--- src/rtl/mem_port_arbiter_if.sv ---
// Bundles the IF requester, LS requester and shared memory port of mem_port_arbiter.
// The slave modport is the arbiter's view; the master modport is the requesters' and memory's view.
interface mem_port_arbiter_if #(
   parameter int unsigned ADDR_WIDTH = 32,
   parameter int unsigned DATA_WIDTH = 32
);
   logic                    if_req_valid;
   logic [ADDR_WIDTH-1:0]   if_addr;
   logic                    if_stall;
   logic                    if_rsp_valid;
   logic [DATA_WIDTH-1:0]   if_rsp_data;

   logic                    ls_req_valid;
   logic [ADDR_WIDTH-1:0]   ls_addr;
   logic                    ls_write;
   logic [DATA_WIDTH-1:0]   ls_wdata;
   logic [DATA_WIDTH/8-1:0] ls_wstrb;
   logic                    ls_stall;
   logic                    ls_rsp_valid;
   logic [DATA_WIDTH-1:0]   ls_rsp_data;

   logic                    mem_req_valid;
   logic [ADDR_WIDTH-1:0]   mem_addr;
   logic                    mem_write;
   logic [DATA_WIDTH-1:0]   mem_wdata;
   logic [DATA_WIDTH/8-1:0] mem_wstrb;
   logic                    mem_stall;
   logic                    mem_rsp_valid;
   logic [DATA_WIDTH-1:0]   mem_rsp_data;

   modport slave (
      input  if_req_valid, if_addr,
      output if_stall, if_rsp_valid, if_rsp_data,
      input  ls_req_valid, ls_addr, ls_write, ls_wdata, ls_wstrb,
      output ls_stall, ls_rsp_valid, ls_rsp_data,
      output mem_req_valid, mem_addr, mem_write, mem_wdata, mem_wstrb,
      input  mem_stall, mem_rsp_valid, mem_rsp_data
   );

   modport master (
      output if_req_valid, if_addr,
      input  if_stall, if_rsp_valid, if_rsp_data,
      output ls_req_valid, ls_addr, ls_write, ls_wdata, ls_wstrb,
      input  ls_stall, ls_rsp_valid, ls_rsp_data,
      input  mem_req_valid, mem_addr, mem_write, mem_wdata, mem_wstrb,
      output mem_stall, mem_rsp_valid, mem_rsp_data
   );
endinterface

--- src/rtl/mem_port_arbiter.sv ---
// Shares one memory port between instruction fetch and load/store, one transaction in flight.
// LS has priority; a saturating starvation counter forces an IF grant after STARVE_LIMIT LS wins.
module mem_port_arbiter #(
   parameter int unsigned ADDR_WIDTH   = 32,
   parameter int unsigned DATA_WIDTH   = 32,
   parameter int unsigned STARVE_LIMIT = 4
) (
   input logic              clk,
   input logic              reset,
   mem_port_arbiter_if.slave bus
);
   localparam int unsigned STRB_W = DATA_WIDTH / 8;
   localparam int unsigned CNT_W  = $clog2(STARVE_LIMIT + 1);
   localparam logic [CNT_W-1:0] STARVE_MAX = CNT_W'(STARVE_LIMIT);

   typedef enum logic [1:0] {IDLE, ISSUE, WAIT} state_t;
   typedef enum logic {OWN_IF, OWN_LS} owner_t;

   state_t              state_q, state_d;
   owner_t              owner_q, owner_d;
   logic [CNT_W-1:0]    starve_q, starve_d;
   logic [ADDR_WIDTH-1:0] addr_q, addr_d;
   logic                write_q, write_d;
   logic [DATA_WIDTH-1:0] wdata_q, wdata_d;
   logic [STRB_W-1:0]   wstrb_q, wstrb_d;

   logic grant_if;
   logic grant_ls;
   logic rsp_fire;

   always_ff @(posedge clk) begin
      if (reset) begin
         state_q  <= IDLE;
         owner_q  <= OWN_IF;
         starve_q <= '0;
         addr_q   <= '0;
         write_q  <= 1'b0;
         wdata_q  <= '0;
         wstrb_q  <= '0;
      end else begin
         state_q  <= state_d;
         owner_q  <= owner_d;
         starve_q <= starve_d;
         addr_q   <= addr_d;
         write_q  <= write_d;
         wdata_q  <= wdata_d;
         wstrb_q  <= wstrb_d;
      end
   end

   always_comb begin
      state_d  = state_q;
      owner_d  = owner_q;
      starve_d = starve_q;
      addr_d   = addr_q;
      write_d  = write_q;
      wdata_d  = wdata_q;
      wstrb_d  = wstrb_q;
      grant_if = 1'b0;
      grant_ls = 1'b0;

      unique case (state_q)
         IDLE: begin
            // Reset gates acceptance so the stall outputs stay truthful during reset.
            if (!reset) begin
               if (bus.if_req_valid && (!bus.ls_req_valid || starve_q == STARVE_MAX))
                  grant_if = 1'b1;
               else if (bus.ls_req_valid)
                  grant_ls = 1'b1;
            end
         end
         ISSUE:   if (!bus.mem_stall) state_d = WAIT;
         WAIT:    if (bus.mem_rsp_valid) state_d = IDLE;
         default: state_d = IDLE;
      endcase

      if (grant_if) begin
         state_d  = ISSUE;
         owner_d  = OWN_IF;
         addr_d   = bus.if_addr;
         write_d  = 1'b0;
         wdata_d  = '0;
         wstrb_d  = '0;
         starve_d = '0;
      end else if (grant_ls) begin
         state_d  = ISSUE;
         owner_d  = OWN_LS;
         addr_d   = bus.ls_addr;
         write_d  = bus.ls_write;
         wdata_d  = bus.ls_wdata;
         wstrb_d  = bus.ls_wstrb;
         if (!bus.if_req_valid)
            starve_d = '0;
         else if (starve_q != STARVE_MAX)
            starve_d = starve_q + 1'b1;
      end
   end

   // Responses outside WAIT are protocol violations and are dropped here.
   assign rsp_fire = (state_q == WAIT) && bus.mem_rsp_valid && !reset;

   assign bus.if_stall      = bus.if_req_valid && !grant_if;
   assign bus.ls_stall      = bus.ls_req_valid && !grant_ls;
   assign bus.if_rsp_valid  = rsp_fire && (owner_q == OWN_IF);
   assign bus.ls_rsp_valid  = rsp_fire && (owner_q == OWN_LS);
   assign bus.if_rsp_data   = bus.mem_rsp_data;
   assign bus.ls_rsp_data   = bus.mem_rsp_data;

   assign bus.mem_req_valid = (state_q == ISSUE) && !reset;
   assign bus.mem_addr      = addr_q;
   assign bus.mem_write     = write_q;
   assign bus.mem_wdata     = wdata_q;
   assign bus.mem_wstrb     = wstrb_q;
endmodule

--- src/flat_wrapper.sv ---
// flat-port wrapper written by rule: the top's interface ports become plain ports
module mem_port_arbiter_flat 
#(
   parameter int unsigned ADDR_WIDTH   = 32,
   parameter int unsigned DATA_WIDTH   = 32,
   parameter int unsigned STARVE_LIMIT = 4
)
  (clk, reset, bus_if_req_valid, bus_if_addr, bus_if_stall, bus_if_rsp_valid, bus_if_rsp_data, bus_ls_req_valid, bus_ls_addr, bus_ls_write, bus_ls_wdata, bus_ls_wstrb, bus_ls_stall, bus_ls_rsp_valid, bus_ls_rsp_data, bus_mem_req_valid, bus_mem_addr, bus_mem_write, bus_mem_wdata, bus_mem_wstrb, bus_mem_stall, bus_mem_rsp_valid, bus_mem_rsp_data);
  mem_port_arbiter_if #(.ADDR_WIDTH(ADDR_WIDTH), .DATA_WIDTH(DATA_WIDTH)) bus_i ();
  input logic clk;
  input logic reset;
  input wire logic [$bits(bus_i.if_req_valid)-1:0] bus_if_req_valid;
  input wire logic [$bits(bus_i.if_addr)-1:0] bus_if_addr;
  output wire logic [$bits(bus_i.if_stall)-1:0] bus_if_stall;
  output wire logic [$bits(bus_i.if_rsp_valid)-1:0] bus_if_rsp_valid;
  output wire logic [$bits(bus_i.if_rsp_data)-1:0] bus_if_rsp_data;
  input wire logic [$bits(bus_i.ls_req_valid)-1:0] bus_ls_req_valid;
  input wire logic [$bits(bus_i.ls_addr)-1:0] bus_ls_addr;
  input wire logic [$bits(bus_i.ls_write)-1:0] bus_ls_write;
  input wire logic [$bits(bus_i.ls_wdata)-1:0] bus_ls_wdata;
  input wire logic [$bits(bus_i.ls_wstrb)-1:0] bus_ls_wstrb;
  output wire logic [$bits(bus_i.ls_stall)-1:0] bus_ls_stall;
  output wire logic [$bits(bus_i.ls_rsp_valid)-1:0] bus_ls_rsp_valid;
  output wire logic [$bits(bus_i.ls_rsp_data)-1:0] bus_ls_rsp_data;
  output wire logic [$bits(bus_i.mem_req_valid)-1:0] bus_mem_req_valid;
  output wire logic [$bits(bus_i.mem_addr)-1:0] bus_mem_addr;
  output wire logic [$bits(bus_i.mem_write)-1:0] bus_mem_write;
  output wire logic [$bits(bus_i.mem_wdata)-1:0] bus_mem_wdata;
  output wire logic [$bits(bus_i.mem_wstrb)-1:0] bus_mem_wstrb;
  input wire logic [$bits(bus_i.mem_stall)-1:0] bus_mem_stall;
  input wire logic [$bits(bus_i.mem_rsp_valid)-1:0] bus_mem_rsp_valid;
  input wire logic [$bits(bus_i.mem_rsp_data)-1:0] bus_mem_rsp_data;
  assign bus_i.if_req_valid = bus_if_req_valid;
  assign bus_i.if_addr = bus_if_addr;
  assign bus_if_stall = bus_i.if_stall;
  assign bus_if_rsp_valid = bus_i.if_rsp_valid;
  assign bus_if_rsp_data = bus_i.if_rsp_data;
  assign bus_i.ls_req_valid = bus_ls_req_valid;
  assign bus_i.ls_addr = bus_ls_addr;
  assign bus_i.ls_write = bus_ls_write;
  assign bus_i.ls_wdata = bus_ls_wdata;
  assign bus_i.ls_wstrb = bus_ls_wstrb;
  assign bus_ls_stall = bus_i.ls_stall;
  assign bus_ls_rsp_valid = bus_i.ls_rsp_valid;
  assign bus_ls_rsp_data = bus_i.ls_rsp_data;
  assign bus_mem_req_valid = bus_i.mem_req_valid;
  assign bus_mem_addr = bus_i.mem_addr;
  assign bus_mem_write = bus_i.mem_write;
  assign bus_mem_wdata = bus_i.mem_wdata;
  assign bus_mem_wstrb = bus_i.mem_wstrb;
  assign bus_i.mem_stall = bus_mem_stall;
  assign bus_i.mem_rsp_valid = bus_mem_rsp_valid;
  assign bus_i.mem_rsp_data = bus_mem_rsp_data;
  mem_port_arbiter #(.ADDR_WIDTH(ADDR_WIDTH), .DATA_WIDTH(DATA_WIDTH), .STARVE_LIMIT(STARVE_LIMIT)) u_core (.clk(clk), .reset(reset), .bus(bus_i));
endmodule
--- config.mk ---
export PLATFORM = sky130hd
export DESIGN_NAME = mem_port_arbiter_flat
export DESIGN_NICKNAME = d
export VERILOG_FILES = /design/src/rtl/mem_port_arbiter_if.sv /design/src/rtl/mem_port_arbiter.sv /design/src/flat_wrapper.sv
export SDC_FILE = /design/constraint.sdc
export NUM_CORES = 1
export LEC_CHECK = 0
export CORE_MARGIN = 10
export CORE_UTILIZATION = 31
export CTS_CLUSTER_DIAMETER = 80
export DETAILED_ROUTE_END_ITERATION = 10
export PLACE_DENSITY = 0.79
export SYNTH_ARGS = -nofsm -noshare
export SYNTH_HDL_FRONTEND = slang
export SYNTH_SLANG_ARGS = --single-unit
export TNS_END_PERCENT = 30
--- constraint.sdc ---
create_clock -name clk -period 3.1 [get_ports clk]
set_input_delay 0.93 -clock clk [delete_from_list [all_inputs] [get_ports clk]]
set_output_delay 0.93 -clock clk [all_outputs]
set_load 0.02 [all_outputs]
-- Word-level counts from Yosys, hierarchy flattened
Index checks and enable logic that the tools add are counted.
- register bits after elaboration: 75
- latch bits: 0
- bits in writable memories: 0
- bits in read-only memories: 0
- input port bits: 139
- output and inout port bits: 138
- word-level logic and storage cells: 57
- memories kept: 0
- add/subtract/negate cells: 1
- multiply operators: 0
- div/mod/pow operators: 0
- magnitude comparators: 0
- equal/unequal tests: 10
- shift operators: 0
- multiplexer cells: 16
- bitwise operators: 2
- reduce and logical (&&, ||, !) cells: 20
- operator list (operator ; number):
    two-way mux 32 bit ; 2
    two-way mux 1 bit ; 9
    logical AND 1 bit ; 8
    != test 4 x 2 -> 1 bit, second input constant ; 2
    two-way mux 3 bit ; 2
    one-hot mux 2 bit (3 select lines) ; 1
    AND reduction 3 bit ; 2
    zero test 1 bit ; 4
    two-way mux 2 bit ; 2
    != test 2 bit, second input constant ; 2
    adder 3 x 1 -> 3 bit, second input constant ; 1
    == test 3 bit, second input constant ; 1
    != test 3 x 1 -> 1 bit, second input constant ; 1
    != test 3 bit, second input constant ; 1
    OR reduction 3 bit ; 1
    == test 2 x 1 -> 1 bit, second input constant ; 1
    == test 2 bit, second input constant ; 1
    zero test 2 bit ; 1
    != test 2 x 1 -> 1 bit, second input constant ; 1
    NOT 1 bit ; 2
    AND reduction 2 bit ; 1
    nonzero test 2 bit ; 1
    OR reduction 2 bit ; 1
    logical OR 1 bit ; 1

-- Longest topological paths before layout
Gate-level depths: netlist (run 1).
- depth in word-level cells: 8
- gate-level depth with buffers: 7

-- Least setup slack after synthesis (run 1)
Ideal clock, no wire load.
- path kind: in2out
- from: in bus_if_req_valid
- to: out bus_ls_stall
- data arrival time: 2.179 ns
- data required time: 2.170 ns
- setup slack: -0.009 ns
- cell stages on the path: 5
- cell sequence: buf_2 -> nand3_1 -> clkbuf_1 -> clkbuf_1 -> a21boi_0
- longest elaborated chain between the ends: 6
- ends and longest elaborated chain (item ; line ; text):
    start: declaration ; flat_wrapper.sv:12 ; input wire logic [$bits(bus_i.if_req_valid)-1:0] bus_if_req_valid;
    logical AND 1 bit ; mem_port_arbiter.sv:66 ; if (bus.if_req_valid && (!bus.ls_req_valid || starve_q == STARVE_MAX))
    two-way mux 1 bit ; mem_port_arbiter.sv:66 ;
    two-way mux 1 bit ; mem_port_arbiter.sv:65 ; if (!reset) begin
    two-way mux 1 bit ; mem_port_arbiter.sv:62 ; unique case (state_q)
    zero test 1 bit ; mem_port_arbiter.sv:103 ; assign bus.ls_stall = bus.ls_req_valid && !grant_ls;
    logical AND 1 bit ; mem_port_arbiter.sv:103 ;
    end: declaration ; flat_wrapper.sv:22 ; output wire logic [$bits(bus_i.ls_stall)-1:0] bus_ls_stall;
Every way passes these cells.

-- Final worst setup path (run 1)
- from: in bus_if_req_valid
- to: out bus_if_stall
- longest elaborated chain between the ends: 6
- ends and longest elaborated chain (item ; line ; text):
    logical AND 1 bit ; mem_port_arbiter.sv:66 ;
    two-way mux 1 bit ; mem_port_arbiter.sv:66 ;
    two-way mux 1 bit ; mem_port_arbiter.sv:65 ;
    two-way mux 1 bit ; mem_port_arbiter.sv:62 ;
    zero test 1 bit ; mem_port_arbiter.sv:102 ; assign bus.if_stall = bus.if_req_valid && !grant_if;
    logical AND 1 bit (*) ; mem_port_arbiter.sv:102 ;
    end: declaration ; flat_wrapper.sv:14 ; output wire logic [$bits(bus_i.if_stall)-1:0] bus_if_stall;
Mark *: on every way between the ends. The rest lies on a longest branch, timed or not.

==> impl_metrics.csv, run 1 <==
group,metric,value,unit
run_status,outcome,"finished, final reports clean",
floorplan,die-area,15940,sq um
cells_and_area,multiInputGateArea,1346,sq um
drt,drc,0,
grt,grt_max_degree,72,
worst_setup_path,arrival,2.08,ns
clock_network,cts_tree,"yes",
floorplan,die_h,126.3,um
timing,hold_viol,0,
placement,port_buffers,180,
timing,fin_worst_skew,0.004263,ns
floorplan,core_area,10940,sq um
timing,final.min_clock_period,3.010,ns
worst_setup_path,cp-end-kind,"output pin",
floorplan,ios,277,
timing,clock.fmax,332.2,MHz
worst_setup_path,path_delay_family,"buffers and inverters",
drt,first_pass_iters,4,
grt,grt_usage,0.1421,
cells_and_area,layout-drive-gt1-share,0.05634,
worst_setup_path,crit_slowest_cell,"clkdlybuf4s50_1",
timing,slew_headroom,0.4186,
synthesis,synth_top_cell_area_share,0.4290,
clock_network,clk_latency,0.33,ns
pwr,p_leak,1.978,nW
clock_network,cts_root_buf,"clkbuf_16",
pwr,power.total,2.637,mW
worst_setup_path,path_buf_inv,3,
floorplan,rows,38,
synthesis,yosysTopAreaCell,"dfxtp_1",
pwr,pwr_density_cell,507.1,nW/um^2
clock_network,path_clk_slew,0.05,ns
worst_setup_path,critPathLaunchType,"input pin",
synthesis,ys_seq_area_frac,0.4290,
synthesis,syn_nets,535,
grt,grt_pass1_vias,3363,
run,max-cap-violations,0,
worst_setup_path,max_stage_delay,0.44,ns
clock_network,cts_resized,6,
drt,drt-total-wl,11.84,mm
worst_setup_path,cp_data_required_time,2.17,ns
grt,overflow,0,
pwr,ir_drop,316.8,uV
timing,tightest_slew,0.8721,ns
hold_path,worst_hold_path_type,"flop to flop",
grt,antenna_found_initial,0,
synthesis,ys_ff_latch,75,
synthesis,synth_area_leaders,"dfxtp_1 43%, buf_4 14%, a221o_1 8.6%, a21oi_1 6.3%, and3_1 5.5%",
drt,drtIter0Drc,157,
grt,grt_pass1_wl,18.54,mm
timing,fin_ws,0.09006,ns
floorplan,die_width,126.3,um
timing,whs,0.4726,ns
clock_network,cts_setup_buffers,0,
timing,setup_violations,0,
clock_network,clock_path_buffers,2,
synthesis,syn_area,3500,sq um
floorplan,start_util,0.3200,
clock_network,cts_htree_levels,3,
cells_and_area,final_core_util,0.4756,
clock_network,cts_hold_buf,0,
synthesis,syn_area_per_cell,8.882,sq um
synthesis,synth_cell_types,32,
synthesis,syn_inst,394,
clock_network,cts_buffers,9,
cells_and_area,seq_area,1501,sq um
clock_network,cts.sinks,75,
drt,via_count,3331,
timing,finalMaxSlewViolations,0,
cells_and_area,nets,633,
timing,rsz0062_at_grt,"false",
drt,vias_per_cell,5.229,
placement,post-place-ws,-0.2514,ns
worst_setup_path,worstSetupPathType,"input pin to output pin",
cells_and_area,syn2layout_area_growth,48.62,%
timing,period_share,0.9709,
synthesis,yosysWarnings,0,
drt,wire_per_inst,18.59,um
worst_setup_path,worstPathMaxFanout,9,
placement,hpwlAfterDp,8.460,mm
worst_setup_path,r2r_slack,1.17,ns
worst_setup_path,cp_cell_sequence,"clkdlybuf4s50_1 -> buf_4 -> and4b_1 -> nor2b_1 -> buf_4",
cells_and_area,n_fill_cell,992,
drt,ant_nets,0,
placement,globalplace.congestion,0.8239,
cells_and_area,insertedDiodeCount,0,
worst_setup_path,crit_top_cell,"buf_4",
-- where the power goes --
| group | internal, mW | switching (mW) |
|---|---|---|
| logic | 0.280 | 0.222 |
| registers | 1.03 | 0.0367 |
| clock network | 0.690 | 0.381 |
| total | 2.00 | 0.640 |
-- final timing paths --
kind,startpoint,endpoint,cells past startpoint
setup / recovery,bus_if_req_valid,bus_if_stall,5
hold / removal,u_core.bus.mem_wdata[21],u_core.bus.mem_wdata[21],2
setup reg to reg,u_core.state_q[1],u_core.bus.mem_write,4
hold reg to reg,u_core.bus.mem_wdata[21],u_core.bus.mem_wdata[21],2
-- cell families after synthesis --
logic type / after synthesis / share of synthesized area
adders and majority gates: 2 / 0.007149
AOI/OAI and AO/OA: 119 / 0.2192
buffers and inverters: 106 / 0.1888
muxes: 1 / 0.002860
and+or+nand+nor: 91 / 0.1530
DFF: 75 / 0.4290
-- sequential cells by signal, indices dropped and copies added (netlist names) --
name and cells:
u_core.bus.mem_addr 32, u_core.owner_q 1, u_core.bus.mem_wstrb 4, u_core.bus.mem_wdata 32, u_core.state_q 2, u_core.bus.mem_write 1
u_core.starve_q 3
-- metal layers --
layer,routed length (um),share of wire,global-route usage,up-vias
met5,0,0,0,-
met4,308,0.026,0.07033,0
met3,1449,0.12,0.07299,32
met2,5228,0.44,0.2156,172
met1,4856,0.41,0.1612,1564
li1,-,-,-,1563
-- synthesized netlist by cell type, drive strengths merged --
cell type / number
a21bo: 1
nor3: 2
nand3: 38
nand4b: 1
o31ai: 1
nor2b: 3
buf: 78
a221o: 30
inv: 5
dfxtp: 75
and4b: 1
nor4: 1
o21ai: 39
a21oi: 44
and3: 31
ha: 2
nand4: 2
or2: 1
a21boi: 1
nor4b: 1
a31o: 1
nand4bb: 1
nor3b: 1
a2111oi: 2
clkbuf: 23
or4b: 1
nor2: 7
mux2i: 1
-- worst register-to-register path, stage by stage (launching register included) --
cell and delay (ns):
dfxtp_1 0.40, or4b_1 0.71, buf_4 0.31, o21ai_0 0.24
a21oi_1 0.10
-- layout make-up --
| type | count | area share |
|---|---|---|
| Clock buffer | 15 | 0.05340 |
| Clock inverter | 1 | 0.005773 |
| Inverter | 5 | 0.003608 |
| Multi-Input combinational cell | 213 | 0.2588 |
| Sequential cell | 75 | 0.2887 |
| Tap cell | 140 | 0.03368 |
| Timing Repair Buffer | 188 | 0.3560 |
-- through the flow --
stage | TNS, ns | cell area, sq um | instances
floorplan | 0 | 3500 | 394
global placement | -0.7324 | 4901 | 621
detailed placement | -0.9137 | 4901 | 621
CTS | 0 | 5201 | 637
global route | 0 | 5201 | 637
finish | 0 | 5201 | 637
-- layout by cell type, fill, tap and decap left out, types with 2 or more instances in the layout --
| cell type | count |
|---|---|
| a2111oi_0 | 2 |
| a21oi_1 | 43 |
| a221o_1 | 30 |
| and3_1 | 31 |
| buf_4 | 9 |
| clkbuf_1 | 3 |
| clkbuf_16 | 9 |
| clkbuf_8 | 3 |
| clkdlybuf4s50_1 | 173 |
| dfxtp_1 | 75 |
| dlygate4sd2_1 | 6 |
| ha_1 | 2 |
| inv_1 | 5 |
| nand3_1 | 37 |
| nand4_1 | 2 |
| nor2_1 | 7 |
| nor2b_1 | 3 |
| nor3_1 | 2 |
| o21ai_0 | 30 |
| o21ai_1 | 9 |
No activity file was read; power rests on OpenSTA's default activity.
==> run 2: changes to the inputs <==
SKIP_LAST_GASP = 1   (was default)
==> impl_metrics.csv, run 2 (synthesized netlist as in run 1, its figures left out) <==
group,metric,value,unit
timing,fin_worst_skew,0.004098,ns
timing,tightest_slew,0.8925,ns
clock_network,clk_latency,0.33,ns
worst_setup_path,cp_cell_sequence,"clkdlybuf4s50_1 -> nor4b_4 -> a21boi_1 -> clkdlybuf4s50_1",
placement,globalplace.congestion,0.8239,
timing,slew_headroom,0.4050,
pwr,p_leak,1.984,nW
worst_setup_path,path_delay_family,"buffers and inverters",
drt,first_pass_iters,4,
run_status,outcome,"finished with violations",
timing,rsz0062_at_grt,"true",
timing,hold_viol,0,
cells_and_area,nets,633,
cells_and_area,fin_area,5210,sq um
floorplan,die_width,126.3,um
clock_network,path_clk_slew,0.05,ns
clock_network,cts_root_buf,"clkbuf_16",
floorplan,core_area,10940,sq um
run_status,violations,"setup timing",
grt,use_met2,0.2156,
worst_setup_path,cp_data_required_time,2.17,ns
placement,port_buffers,180,
grt,antenna_found_initial,0,
run,max-cap-violations,0,
cells_and_area,layout-drive-gt1-share,0.05634,
clock_network,cts_htree_levels,3,
clock_network,clock_path_buffers,2,
floorplan,rows,38,
floorplan,ios,277,
grt,grt_pass1_vias,3363,
cells_and_area,final_cell_mix,"177 x clkdlybuf4s50_1, 75 x dfxtp_1, 43 x a21oi_1",
timing,period_share,1.056,
timing,clock.fmax,305.3,MHz
drt,vias_per_cell,5.251,
timing,setup_violations,3,
pwr,ir_drop,318.3,uV
clock_network,cts_tree,"yes",
worst_setup_path,arrival,2.35,ns
cells_and_area,layout_commonest_cell,"clkdlybuf4s50_1",
grt,met3_usage,0.07299,
cells_and_area,final_core_util,0.4764,
timing,fin_ws,-0.1751,ns
grt,grt_pass1_wl,18.53,mm
drt,via_count,3345,
grt,grt_max_degree,72,
floorplan,start_util,0.3200,
hold_path,worst_hold_path_type,"flop to flop",
drt,ant_nets,0,
pwr,power.total,2.641,mW
clock_network,cts_buffers,9,
clock_network,cts_hold_buf,0,
cells_and_area,layoutNonFillerInstCount,637,
floorplan,die_h,126.3,um
pwr,pwr_density_cell,506.9,nW/um^2
worst_setup_path,crit_slowest_cell,"clkdlybuf4s50_1",
clock_network,cts_setup_buffers,0,
drt,drc,0,
clock_network,cts_resized,1,
cells_and_area,syn2layout_area_growth,48.87,%
cells_and_area,insertedDiodeCount,0,
grt,overflow,0,
worst_setup_path,worstPathMaxFanout,5,
worst_setup_path,max_stage_delay,0.56,ns
drt,drt-total-wl,11.87,mm
placement,placed_area,4901,sq um
timing,finalMaxSlewViolations,0,
grt,top_usage_layer,"met2",
grt,grt.met1_usage,0.1610,
worst_setup_path,worstSetupPathType,"input pin to output pin",
grt,grt_usage,0.1420,
worst_setup_path,crit_top_cell,"clkdlybuf4s50_1",
floorplan,die-area,15940,sq um
placement,hpwlAfterDp,8.460,mm
clock_network,cts.sinks,75,
timing,setup-tns-final,-0.3498,ns
drt,wire_per_inst,18.64,um
worst_setup_path,critPathLaunchType,"input pin",
drt,drtIter0Drc,142,
placement,dp.cells,621,
worst_setup_path,path_buf_inv,2,
timing,final.min_clock_period,3.275,ns
worst_setup_path,cp-end-kind,"output pin",
[run 2: cell count changes in the layout (fill, tap and decap cells not counted), sizes merged]
cell,delta
clkdlybuf4s50,+4
dlygate4sd2,-5
dlymetal6s2s,+1
[run 2: stage by stage]
step                      hold slack, ns  setup WS, ns
after floorplan                   0.4591        0.1424
after global placement            0.4597       -0.2293
after detailed placement          0.4664       -0.2514
after CTS                         0.4729       -0.2440
after global routing              0.4971       -0.2602
final                             0.4729       -0.1751
[run 2: worst reg2reg max path, stage by stage (launching register included)]
cell	delay (ns)
dfxtp_1	0.41
or4b_1	0.71
buf_4	0.31
o21ai_0	0.24
a21oi_1	0.10
[run 2: metal layers]
metal  part of all wire  vias to the layer above  wire [um]
met4              0.026                        0        308
li1                   -                     1565          -
met5                  0                        -          0
met3               0.12                       32       1396
met1               0.42                     1572       4933
met2               0.44                      176       5233
[run 2: final timing paths]
check / cells after the start / from / slack (ns) / endpoint
max: 4 / bus_ls_req_valid / -0.18 / bus_ls_stall
min: 2 / u_core.bus.mem_wdata[21] / 0.47 / u_core.bus.mem_wdata[21]
max reg2reg: 4 / u_core.state_q[1] / 1.17 / u_core.bus.mem_write
min reg2reg: 2 / u_core.bus.mem_wdata[21] / 0.47 / u_core.bus.mem_wdata[21]
[run 2: power breakdown]
part | switching [mW] | internal, mW
combinational | 0.223 | 0.282
clock | 0.381 | 0.690
sequential | 0.0368 | 1.03
[run 2: final cells by class]
cell class                 instances  area [sq um]
sequential                        75          1501
tap                              140         175.2
multi-input combinational        213          1346
fill                             989          5725
inverter                           5         18.77
timing repair buffer             188          1861
clock inverter                     1         30.03
clock buffer                      15         277.8
==> run 3: changes to the inputs <==
GPL_ROUTABILITY_DRIVEN = 1   (was default)
==> results of run 3 <==
The final DEF is identical to that of run 2; final timing and power are the same.
